--- config.mk ---
export PLATFORM = sky130hd
export DESIGN_NAME = alu_cmd_queue
export DESIGN_NICKNAME = d
export VERILOG_FILES = /design/src/rtl/alu_cmd_queue.sv
export SDC_FILE = /design/constraint.sdc
export NUM_CORES = 1
export LEC_CHECK = 0
export BUFFER_PORTS_ARGS = -buffer_cell sky130_fd_sc_hd__buf_4
export CORE_MARGIN = 2
export CORE_UTILIZATION = 30
export DETAILED_ROUTE_END_ITERATION = 10
export PLACE_DENSITY = 0.56
export SETUP_SLACK_MARGIN = 0.1
export SLEW_MARGIN = 20
export SYNTH_ARGS = -nofsm -noshare
export SYNTH_HDL_FRONTEND = slang
export SYNTH_SLANG_ARGS = --single-unit
--- constraint.sdc ---
create_clock -name clk -period 1.65 [get_ports clk]
set_clock_uncertainty 0.15 [all_clocks]
set_input_delay 0.165 -clock clk [delete_from_list [all_inputs] [get_ports clk]]
set_output_delay 0.165 -clock clk [all_outputs]
set_load 0.05 [all_outputs]
--- src/rtl/alu_cmd_queue.sv ---
// Command FIFO sitting in front of a small ALU: buffers {op, a, b} entries
// and presents the head entry directly on the ALU operand/op wires.
module alu_cmd_queue #(
    parameter int DEPTH = 4
) (
    input  logic                     clk,
    input  logic                     rst_n,
    input  logic                     flush,
    input  logic                     in_valid,
    output logic                     in_ready,
    input  logic [1:0]               in_op,
    input  logic [2:0]               in_a,
    input  logic [2:0]               in_b,
    output logic                     out_valid,
    input  logic                     out_ready,
    output logic [1:0]               out_op,
    output logic [2:0]               out_a,
    output logic [2:0]               out_b,
    output logic [$clog2(DEPTH):0]   count
);

    localparam int AW = $clog2(DEPTH);
    localparam logic [AW:0]   FULL     = (AW+1)'(DEPTH);
    localparam logic [AW:0]   CNT_ONE  = (AW+1)'(1);
    localparam logic [AW-1:0] PTR_ONE  = AW'(1);

    logic [7:0]    mem [DEPTH];
    logic [AW-1:0] wr_ptr;
    logic [AW-1:0] rd_ptr;
    logic [AW:0]   count_q;
    logic          run;
    logic          push;
    logic          pop;
    logic [7:0]    head;

    // in_ready stays low until the first clock edge after reset is released
    assign in_ready  = run && (count_q < FULL) && !flush;
    assign out_valid = (count_q != '0);
    assign push      = in_valid && in_ready;
    assign pop       = out_valid && out_ready && !flush;
    assign head      = out_valid ? mem[rd_ptr] : 8'h00;
    assign {out_op, out_a, out_b} = head;
    assign count     = count_q;

    always_ff @(posedge clk or negedge rst_n) begin
        if (!rst_n) begin
            run <= 1'b0;
        end else begin
            run <= 1'b1;
        end
    end

    always_ff @(posedge clk or negedge rst_n) begin
        if (!rst_n) begin
            wr_ptr  <= '0;
            rd_ptr  <= '0;
            count_q <= '0;
        end else if (flush) begin
            wr_ptr  <= '0;
            rd_ptr  <= '0;
            count_q <= '0;
        end else begin
            if (push) begin
                wr_ptr <= wr_ptr + PTR_ONE;
            end
            if (pop) begin
                rd_ptr <= rd_ptr + PTR_ONE;
            end
            if (push && !pop) begin
                count_q <= count_q + CNT_ONE;
            end else if (pop && !push) begin
                count_q <= count_q - CNT_ONE;
            end
        end
    end

    // Storage is never cleared; stale contents are hidden by the output mask
    always_ff @(posedge clk) begin
        if (push) begin
            mem[wr_ptr] <= {in_op, in_a, in_b};
        end
    end

endmodule

Word level (Yosys, flattened, before mapping) --
Memories as Yosys holds them, arrays and structs flattened. Cells that the tools add are included.
Storage, ports and cells: output and inout bits 13, bits in writable memories 32, memories 1, logic and storage cells 34, input bits 13, flip-flop bits (word level) 8
Memory list:
- mem | depth 4, width 8, rd ports 1, clocked after Yosys merged registers in 0, wr ports 1, line 27 | logic [7:0] mem [DEPTH];
Operators by class: reductions and logical operators 14, muxes and demuxes 10, $lt $le $gt $ge 1, $add $sub $neg 4
Operator list (count):
- $mux 3 | 3
- $mux 2 | 4
- $mux 8 | 1
- $logic_and 1x1->1 | 7
- $reduce_bool 3->1 | 2
- $add 2x1->2 const B | 2
- $reduce_bool 2->1 | 2
- $add 3x1->3 const B | 1
- $logic_not 1->1 | 3
- $lt 3x3->1 const B | 1
- $sub 3x1->3 const B | 1
- $mux 1 | 2

Longest topological paths before layout --
Gate-level depths: netlist of run 1.
word-level depth 9, gate-level depth with buffers 7

Worst setup path after synthesis of run 1 --
Ideal clock, no wire load.
path type reg2reg, from register count_q[2] (netlist: count[2]), to memory mem[0][0], enable pin, data arrival time 2.476 ns, setup slack -1.309 ns, buffers on the path 0, cell stages (with the launch flop) 3, required time 1.167 ns, clock period less this slack 2.959 ns, cells stage by stage dfrtp_1 > nor3b_1 > and3_1
Between the ends: word-level cells in the longest chain between the ends 6
RTL lines:
- start: declaration | line 30 | logic [AW:0] count_q;
- start signal: assignment | line 70 | count_q <= count_q + CNT_ONE;
- start signal: assignment | line 72 | count_q <= count_q - CNT_ONE;
- $lt 3x3->1 | line 37 | assign in_ready = run && (count_q < FULL) && !flush;
- $logic_and 1x1->1 (2 in series) | line 37
- named net in_ready | line 10 | output logic in_ready,
- $logic_and 1x1->1 | line 39 | assign push = in_valid && in_ready;
- $mux 1 | line 79 | if (push) begin
- $mux 1 (not written as such) | line 80 | mem[wr_ptr] <= {in_op, in_a, in_b};
- end: declaration | line 27
The timed path passes the listed nets, and every way through them passes these cells.

Worst setup path after layout of run 1 --
from register rd_ptr[0], to output out_b[1]
Between the ends: word-level cells in the longest chain between the ends 2
RTL lines:
- start: declaration | line 29 | logic [AW-1:0] rd_ptr;
- start signal: assignment | line 67 | rd_ptr <= rd_ptr + PTR_ONE;
- $mem_v2 4x8
- $mux 8 | line 41 | assign head = out_valid ? mem[rd_ptr] : 8'h00;
- end: declaration | line 18 | output logic [2:0] out_b,
Every way passes these cells.

==> results of run 1 <==
-- metrics by stage --
step / util / area, µm² / hold WS [ns] / instances / setup WS, ns
finish: 0.456 / 2530 / 0.0559 / 229 / -0.286
CTS: 0.454 / 2520 / 0.0505 / 230 / -0.316
floorplan: - / 1800 / -0.281 / 101 / -0.302
detailed placement: 0.389 / 2160 / -0.161 / 208 / -0.0908
global route: 0.456 / 2530 / 0.0593 / 229 / -0.375
global placement: 0.389 / 2160 / -0.162 / 208 / -0.0258
-- critical path, stage by stage, from the launching register on --
cell,delay (ns)
dfrtp_1,0.39
buf_6,0.15
mux4_2,0.50
nor2b_4,0.14
buf_6,0.14
-- registers in the layout, indices dropped and copies added, names as in the netlist --
register / flops
wr_ptr: 2
run: 1
count: 3
rd_ptr: 2
mem: 32
-- cells in the final DEF, fill, tap and decap left out, types with 2 or more instances in the layout --
cell type	n
edfxtp_1	32
xor2_1	2
mux4_2	8
buf_8	2
dlygate4sd3_1	9
ha_1	4
dfrtp_1	5
and3_4	4
inv_1	5
nor2_1	7
buf_4	24
clkbuf_8	5
buf_6	16
dfrtp_2	3
nor2b_4	7
xnor2_1	3
-- what timing repair did --
item | CTS | global route
pin swaps | 6 | 3
cloned | 0 | 0
endpoints found under the setup margin | 44 | 47
endpoints found under the hold margin | 40 | 0
resized for setup | 27 | 7
buffers inserted | 5 | 0
hold buffers | 9 | 0
-- cell families (layout without fill, tap and decap cells) --
| kind of cell | Yosys count | in the layout | share of synthesized area |
|---|---|---|---|
| other cells | 1 | 1 | 0.00216 |
| flops | 40 | 40 | 0.669 |
| simple gates | 28 | 28 | 0.102 |
| mux | 9 | 9 | 0.110 |
| compound gates | 4 | 4 | 0.0252 |
| fa+ha+maj | 5 | 5 | 0.0403 |
| buf+inv | 8 | 64 | 0.0180 |
| xor+xnor | 6 | 6 | 0.0346 |
-- routing by layer --
layer / part of all wire / track usage
met1: 0.39 / 0.131
met2: 0.55 / 0.207
met3: 0.037 / 0.0270
met4: 0.015 / 0.0508
met5: 0 / 0
-- how the worst max path moves through the flow --
| stage | from | end | slack, ns | cells after the start |
|---|---|---|---|---|
| finish | rd_ptr[0] | out_b[1] | -0.29 | 4 |
| global route | rd_ptr[0] | out_op[0] | -0.37 | 4 |
| CTS | rd_ptr[0] | out_b[1] | -0.32 | 4 |
| detailed placement | count[1] | count[1] | -0.09 | 4 |
| global placement | count[1] | count[1] | -0.03 | 4 |
| floorplan | count[2] | mem[0][0] | -0.30 | 2 |
-- where the power goes --
group / leakage, µW / switching, µW / internal, µW / total, µW
clock network: 0.0000541 / 336 / 447 / 783
registers: 0.000390 / 52.1 / 1160 / 1220
logic: 0.000525 / 1130 / 975 / 2100
total: 0.000969 / 1510 / 2590 / 4100
-- cell type report --
| type | count | area [µm²] |
|---|---|---|
| Clock inverter | 3 | 42.5 |
| Clock buffer | 5 | 68.8 |
| Fill cell | 517 | 3010 |
| Sequential cell | 40 | 1160 |
| Multi-Input combinational cell | 53 | 663 |
| Tap cell | 72 | 90.1 |
| Inverter | 5 | 18.8 |
| Timing Repair Buffer | 51 | 480 |
==> summary.txt, run 1 <==
Status
  • Status: complete, but fails checks
  • Failing checks: setup timing

Yosys
  • Top cells by count, synth: edfxtp_1 (32), nor2_1 (9), dfrtp_1 (8), mux4_2 (8), nor2b_1 (8)
  • Syn_nets: roughly 120
  • Mean Syn Cell Area: roughly 17 µm²
  • Synthesized flop and latch total: 40
  • Synth top area cells: edfxtp_1 (55%), dfrtp_1 (12%), mux4_2 (10%)
  • Post-synthesis sequential area ratio: 0.669
  • Distinct cells, synth: 27
  • Most numerous cell in the Yosys netlist: edfxtp_1
  • Main flop type after synthesis: edfxtp_1
  • EDFF count, synth: 32
  • Syn Inst Count: slightly above 100
  • Async set-reset flop share out of synthesis: 0.200
  • Synth top area share: 0.553
  • Yosys Warn Count: 0
  • Synth area leader: edfxtp_1
  • Cell Area, Synth: 1740 µm²

Floorplanning
  • Die Width: 80.1 µm
  • Top Ports: 26
  • Die Area: roughly 6400 µm²
  • Core area: 5540 µm²
  • Row count: 27
  • Die Ht: 80.1 µm
  • Initial Util: 0.313

Clock tree
  • CTS buffer count: 5
  • Bufs on Longest Clock Path: 2
  • Clk root buf: clkbuf_8
  • Sink Count: 40
  • H-tree Lvls: 2
  • Worst skew pair latency: 0.29 ns
  • CTS tree: built
  • Clk slew on worst S/H paths: 0.08 ns

Finish
  • Layout cells sized above 1: 0.522
  • Area Overhead vs Synth: 45.6%
  • Nets: between 150 and 200
  • ANT cells: 0

Timing
  • FMAX: 516 MHz
  • Unrepaired setup endpoints after global routing: yes
  • Final min period: 1.94 ns
  • Crit share post-route: 1.17
  • Setup TNS: -2.61 ns
  • Final setup margin: -0.286 ns
  • Fin. Hold Viols: 0
  • Final Max Slew Viols: 0
  • Count of final setup violators: 32

Power
  • Total chip power: 4100 µW
  • PwrDens: 1620 nW/µm²
  • Peak supply drop: 922 µV
  • Lkg Pwr: around 0.00097 µW

Routing
  • Drt drc: 0
  • Avg WL per Cell: 14.4 µm
  • Via count: 1,030
  • Iter 0 DRT Violations: 18
  • Antenna-violating nets left: 0
  • Routed wire length: 3.31 mm
  • DRT Pass-1 Iters: 4
  • Vias/cell: around 4.5

Global routing
  • Largest net degree at the start of global routing: 14
  • Global-route wire length before repair: ~5.4 mm
  • All-Layer GR Usage: 0.116
  • Grt ovf: 0
  • Initial antenna violation count: 0
  • Vias in the first global route: 1,126

Setup path
  • Req. time, crit path: 1.33 ns
  • Startpoint types: flop
  • Reg2Reg Depth: 4
  • R2R Setup Slk: -0.08 ns
  • Worst R2R Start: count[1]
  • Worst Path Arrival: between 1.5 and 2 ns
  • Kind of critical path: flop to primary output
  • Critical path capture point type: primary output
  • FF-to-FF End: count[1]
  • Critical Path Fanout Max: 5

Place
  • Port Buffers: 25
  • DPL Wire Length: about 2.3 mm
  • Routability cong.: 0.762

Min path
  • Min-delay worst type: input port to asynchronous set/reset pin

Run
  • Maxcap violations: 0
Note: power is estimated with default switching activity, not from simulation.
==> run 2, diff against run 1 <==
--- a/config.mk
+++ b/config.mk
@@ -5,6 +5,7 @@
 export SDC_FILE = /design/constraint.sdc
 export NUM_CORES = 1
 export LEC_CHECK = 0
+export ABC_AREA = 1
 export BUFFER_PORTS_ARGS = -buffer_cell sky130_fd_sc_hd__buf_4
 export CORE_MARGIN = 2
 export CORE_UTILIZATION = 30
==> summary.txt, run 2 <==
Clock tree
  • Clk root buf: clkbuf_8 (unchanged)
  • Sink Count: 40 (unchanged)
  • H-tree Lvls: 2 (unchanged)
  • Clk slew on worst S/H paths: 0.08 ns (about the same)
  • CTS tree: built (unchanged)
  • Bufs on Longest Clock Path: 2 (unchanged)
  • CTS buffer count: 5 (unchanged)
  • Worst skew pair latency: 0.28 ns (was 0.29 ns)

Status
  • Failing checks: setup timing (unchanged)
  • Status: complete, but fails checks (unchanged)

Timing
  • Final min period: 1.76 ns (was 1.94 ns)
  • Setup TNS: -0.727 ns (was -2.61 ns)
  • Crit share post-route: 1.06 (was 1.17)
  • FMAX: 569 MHz (was 516 MHz)
  • Unrepaired setup endpoints after global routing: yes (unchanged)
  • Count of final setup violators: 9 (was 32)
  • Hold_ws: 0.0262 ns (was 0.0559 ns)
  • Fin. Hold Viols: 0 (unchanged)
  • Final Max Slew Viols: 0 (unchanged)
  • Final setup margin: -0.107 ns (was -0.286 ns)

Yosys
  • Synth Area in Simple Gates: 0.158 (was 0.102)
  • Synth top area share: 0.531 (was 0.553)
  • Yosys Warn Count: 0 (unchanged)
  • Post-synthesis mux area share: 0 (was 0.110)
  • Main combinational cell family by area after synthesis: simple AND/OR/NAND/NOR gates (was multiplexers)
  • Cell Area, Synth: 1810 µm² (was 1740 µm²)
  • EDFF count, synth: 32 (unchanged)
  • Fraction of the mapped netlist area in compound gates: 0.0990 (was 0.0252)
  • Syn Inst Count: 158 (was 101)
  • Async set-reset flop share out of synthesis: 0.200 (unchanged)
  • Synth area leader: edfxtp_1 (unchanged)
  • Synth Area in XOR/XNOR: 0 (was 0.0346)
  • Mean Syn Cell Area: 11.4 µm² (was 17.2 µm²)
  • Top cells by count, synth: nor2_1 (38), edfxtp_1 (32), o21ai_1 (12) (was edfxtp_1 (32), nor2_1 (9), dfrtp_1 (8), mux4_2 (8), nor2b_1 (8))
  • Adder-cell share of the synthesized area: 0.0388 (was 0.0403)
  • Distinct cells, synth: 25 (was 27)
  • Synthesized flop and latch total: 40 (unchanged)
  • Main flop type after synthesis: edfxtp_1 (unchanged)
  • Most numerous cell in the Yosys netlist: nor2_1 (was edfxtp_1)
  • Post-synthesis sequential area ratio: 0.642 (was 0.669)
  • Synth top area cells: edfxtp_1 (53%), dfrtp_1 (11%), nor2_1 (7.9%) (was edfxtp_1 (55%), dfrtp_1 (12%), mux4_2 (10%))
  • Syn_nets: 176 (was 119)

Routing
  • Avg WL per Cell: 11.7 µm (was 14.4 µm)
  • Antenna-violating nets left: 0 (unchanged)
  • DRT Pass-1 Iters: 4 (unchanged)
  • Vias/cell: 4.24 (was 4.50)
  • Routed wire length: 3.42 mm (was 3.31 mm)
  • Via count: 1,238 (was 1,030)
  • Drt drc: 0 (unchanged)
  • Iter 0 DRT Violations: 19 (was 18)

Power
  • Peak supply drop: 859 µV (was 922 µV)
  • Comb power frac: 0.538 (was 0.512)
  • Lkg Pwr: 0.00107 µW (was 0.000969 µW)
  • Switching share of power: 0.414 (was 0.369)
  • Switching power of the nets: 1810 µW (was 1510 µW)
  • Register share of total power: 0.282 (was 0.297)
  • PwrDens: 1620 nW/µm² (about the same)
  • Clock network fraction of total power: 0.179 (was 0.191)
  • Total chip power: 4390 µW (was 4100 µW)
  • Int Pwr: 2570 µW (was 2590 µW)

Setup path
  • Critical path capture point type: primary output (unchanged)
  • Crit path cell chain: buf_4, nor2_1, nor2_1, o21ai_1, a21oi_4, buf_6 (was buf_6, mux4_2, nor2b_4, buf_6)
  • Startpoint types: flop (unchanged)
  • Worst path max stage delay: 0.44 ns (was 0.50 ns)
  • Critical Path Fanout Max: 4 (was 5)
  • Crit. path cell count: 6 (was 4)
  • Crit-path leading delay family: flip-flops (was multiplexers)
  • WP buf/inv: 2 (unchanged)
  • Reg2Reg Depth: 9 (was 4)
  • Kind of critical path: flop to primary output (unchanged)
  • Slowest CP cell: dfrtp_2 (was mux4_2)
  • Req. time, crit path: 1.33 ns (about the same)
  • Worst Path Arrival: 1.44 ns (was 1.62 ns)
  • CP most frequent cell: nor2_1 (was buf_6)

Finish
  • Area Overhead vs Synth: 49.6% (was 45.6%)
  • Most frequent cells in the layout: nor2_1 (32), edfxtp_1 (32), buf_4 (26) (was edfxtp_1 (32), buf_4 (24), buf_6 (16))
  • Layout cells sized above 1: 0.461 (was 0.522)
  • Final core occ: 0.460 (was 0.456)
  • Nets: 234 (was 174)
  • ANT cells: 0 (unchanged)
  • Biggest register: mem (unchanged)
  • Max reg flops: 32 (unchanged)

Floorplanning
  • Initial Util: 0.307 (was 0.313)
  • Die Area: 6660 µm² (was 6410 µm²)
  • Top Ports: 26 (unchanged)
  • Core area: 5890 µm² (was 5540 µm²)
  • Die Width: 81.6 µm (was 80.1 µm)
  • Die Ht: 81.6 µm (was 80.1 µm)
  • Row count: 28 (was 27)

Global routing
  • Largest net degree at the start of global routing: 18 (was 14)
  • Initial antenna violation count: 0 (unchanged)
  • Vias in the first global route: 1,266 (was 1,126)
  • All-Layer GR Usage: 0.120 (was 0.116)
  • Global-route wire length before repair: 5.70 mm (was 5.40 mm)
  • Grt ovf: 0 (unchanged)

Min path
  • Hold depth: 3
  • Min-delay worst type: input port to flop (was input port to asynchronous set/reset pin)

Place
  • Routability cong.: 0.813 (was 0.762)
  • Port Buffers: 25 (unchanged)
  • DPL Wire Length: 2.37 mm (was 2.29 mm)

Run
  • Maxcap violations: 0 (unchanged)
-- run 2: cell count changes after synthesis, sizes merged, moves of 8 or more --
cell	before	now
inv	5	17
a21oi	0	11
mux4	8	0
nor2b	8	0
nor2	9	40
o21ai	0	20
nand2	1	13
-- run 2: cell type report --
cell class / instances / area [µm²]
fill: 549 / 3180
sequential: 40 / 1170
tap: 75 / 93.8
clock inverter: 3 / 46.3
timing repair buffer: 55 / 562
multi-input combinational: 96 / 672
clock buffer: 5 / 68.8
inverter: 18 / 96.3
-- run 2: routing by layer --
metal / up-vias / global-route usage / part of all wire
li1: 645 / - / -
met1: 569 / 0.130 / 0.42
met2: 17 / 0.213 / 0.53
met3: 7 / 0.0330 / 0.028
met4: 0 / 0.0600 / 0.023
met5: - / 0 / 0
-- run 2: kinds of logic (layout without fill, tap and decap cells) --
logic type | after synthesis | after routing
and+or+nand+nor | 57 | 57
DFF | 40 | 40
adders and majority gates | 5 | 5
buffers and inverters | 22 | 81
AOI/OAI and AO/OA | 33 | 33
other | 1 | 1
-- run 2: worst reg2reg max path, delay by kind of cell, from the launching register on --
| kind | cells | cell delay (ns) |
|---|---|---|
| adders and majority gates | 1 | 0.43 |
| and+or+nand+nor | 6 | 0.54 |
| buffers and inverters | 1 | 0.05 |
| AOI/OAI and AO/OA | 1 | 0.05 |
| DFF | 1 | 0.44 |
-- run 2: what timing repair did --
action | 4_1_cts | 5_1_grt
gates cloned | 1 | 0
buffers inserted | 6 | 1
hold buffers | 9 | 0
setup endpoints to repair | 28 | 45
endpoints found under the hold margin | 40 | 0
pin swaps | 10 | 8
gates resized for setup | 33 | 11
-- run 2: metrics by stage --
| step | area (µm²) | setup slack [ns] | std cells |
|---|---|---|---|
| 3_3_place_gp | 2310 | -0.0197 | 268 |
| 2_1_floorplan | 1910 | -0.269 | 158 |
| 4_1_cts | 2670 | -0.120 | 292 |
| 3_5_place_dp | 2310 | -0.0261 | 268 |
| 5_1_grt | 2710 | -0.197 | 292 |
| 6_report | 2710 | -0.107 | 292 |
-- run 2: worst paths after layout --
kind	from	to	slack [ns]
max reg2reg	count[2]	count[1]	-0.07
max	rd_ptr[0]	out_a[1]	-0.11
max in group asynchronous	rst_n	count[2]	1.13
min in group asynchronous	rst_n	rd_ptr[0]	0.07
min reg2reg	wr_ptr[0]	wr_ptr[0]	0.41
min	out_ready	rd_ptr[0]	0.03
-- run 2: power by group through the flow --
stage | clock (µW) | combinational, µW | sequential [µW]
2_1_floorplan | 0 | 1270 | 1360
3_3_place_gp | 0 | 1980 | 1240
3_5_place_dp | 0 | 1990 | 1250
4_1_cts | 815 | 2310 | 1240
5_1_grt | 855 | 2510 | 1250
6_report | 786 | 2360 | 1240
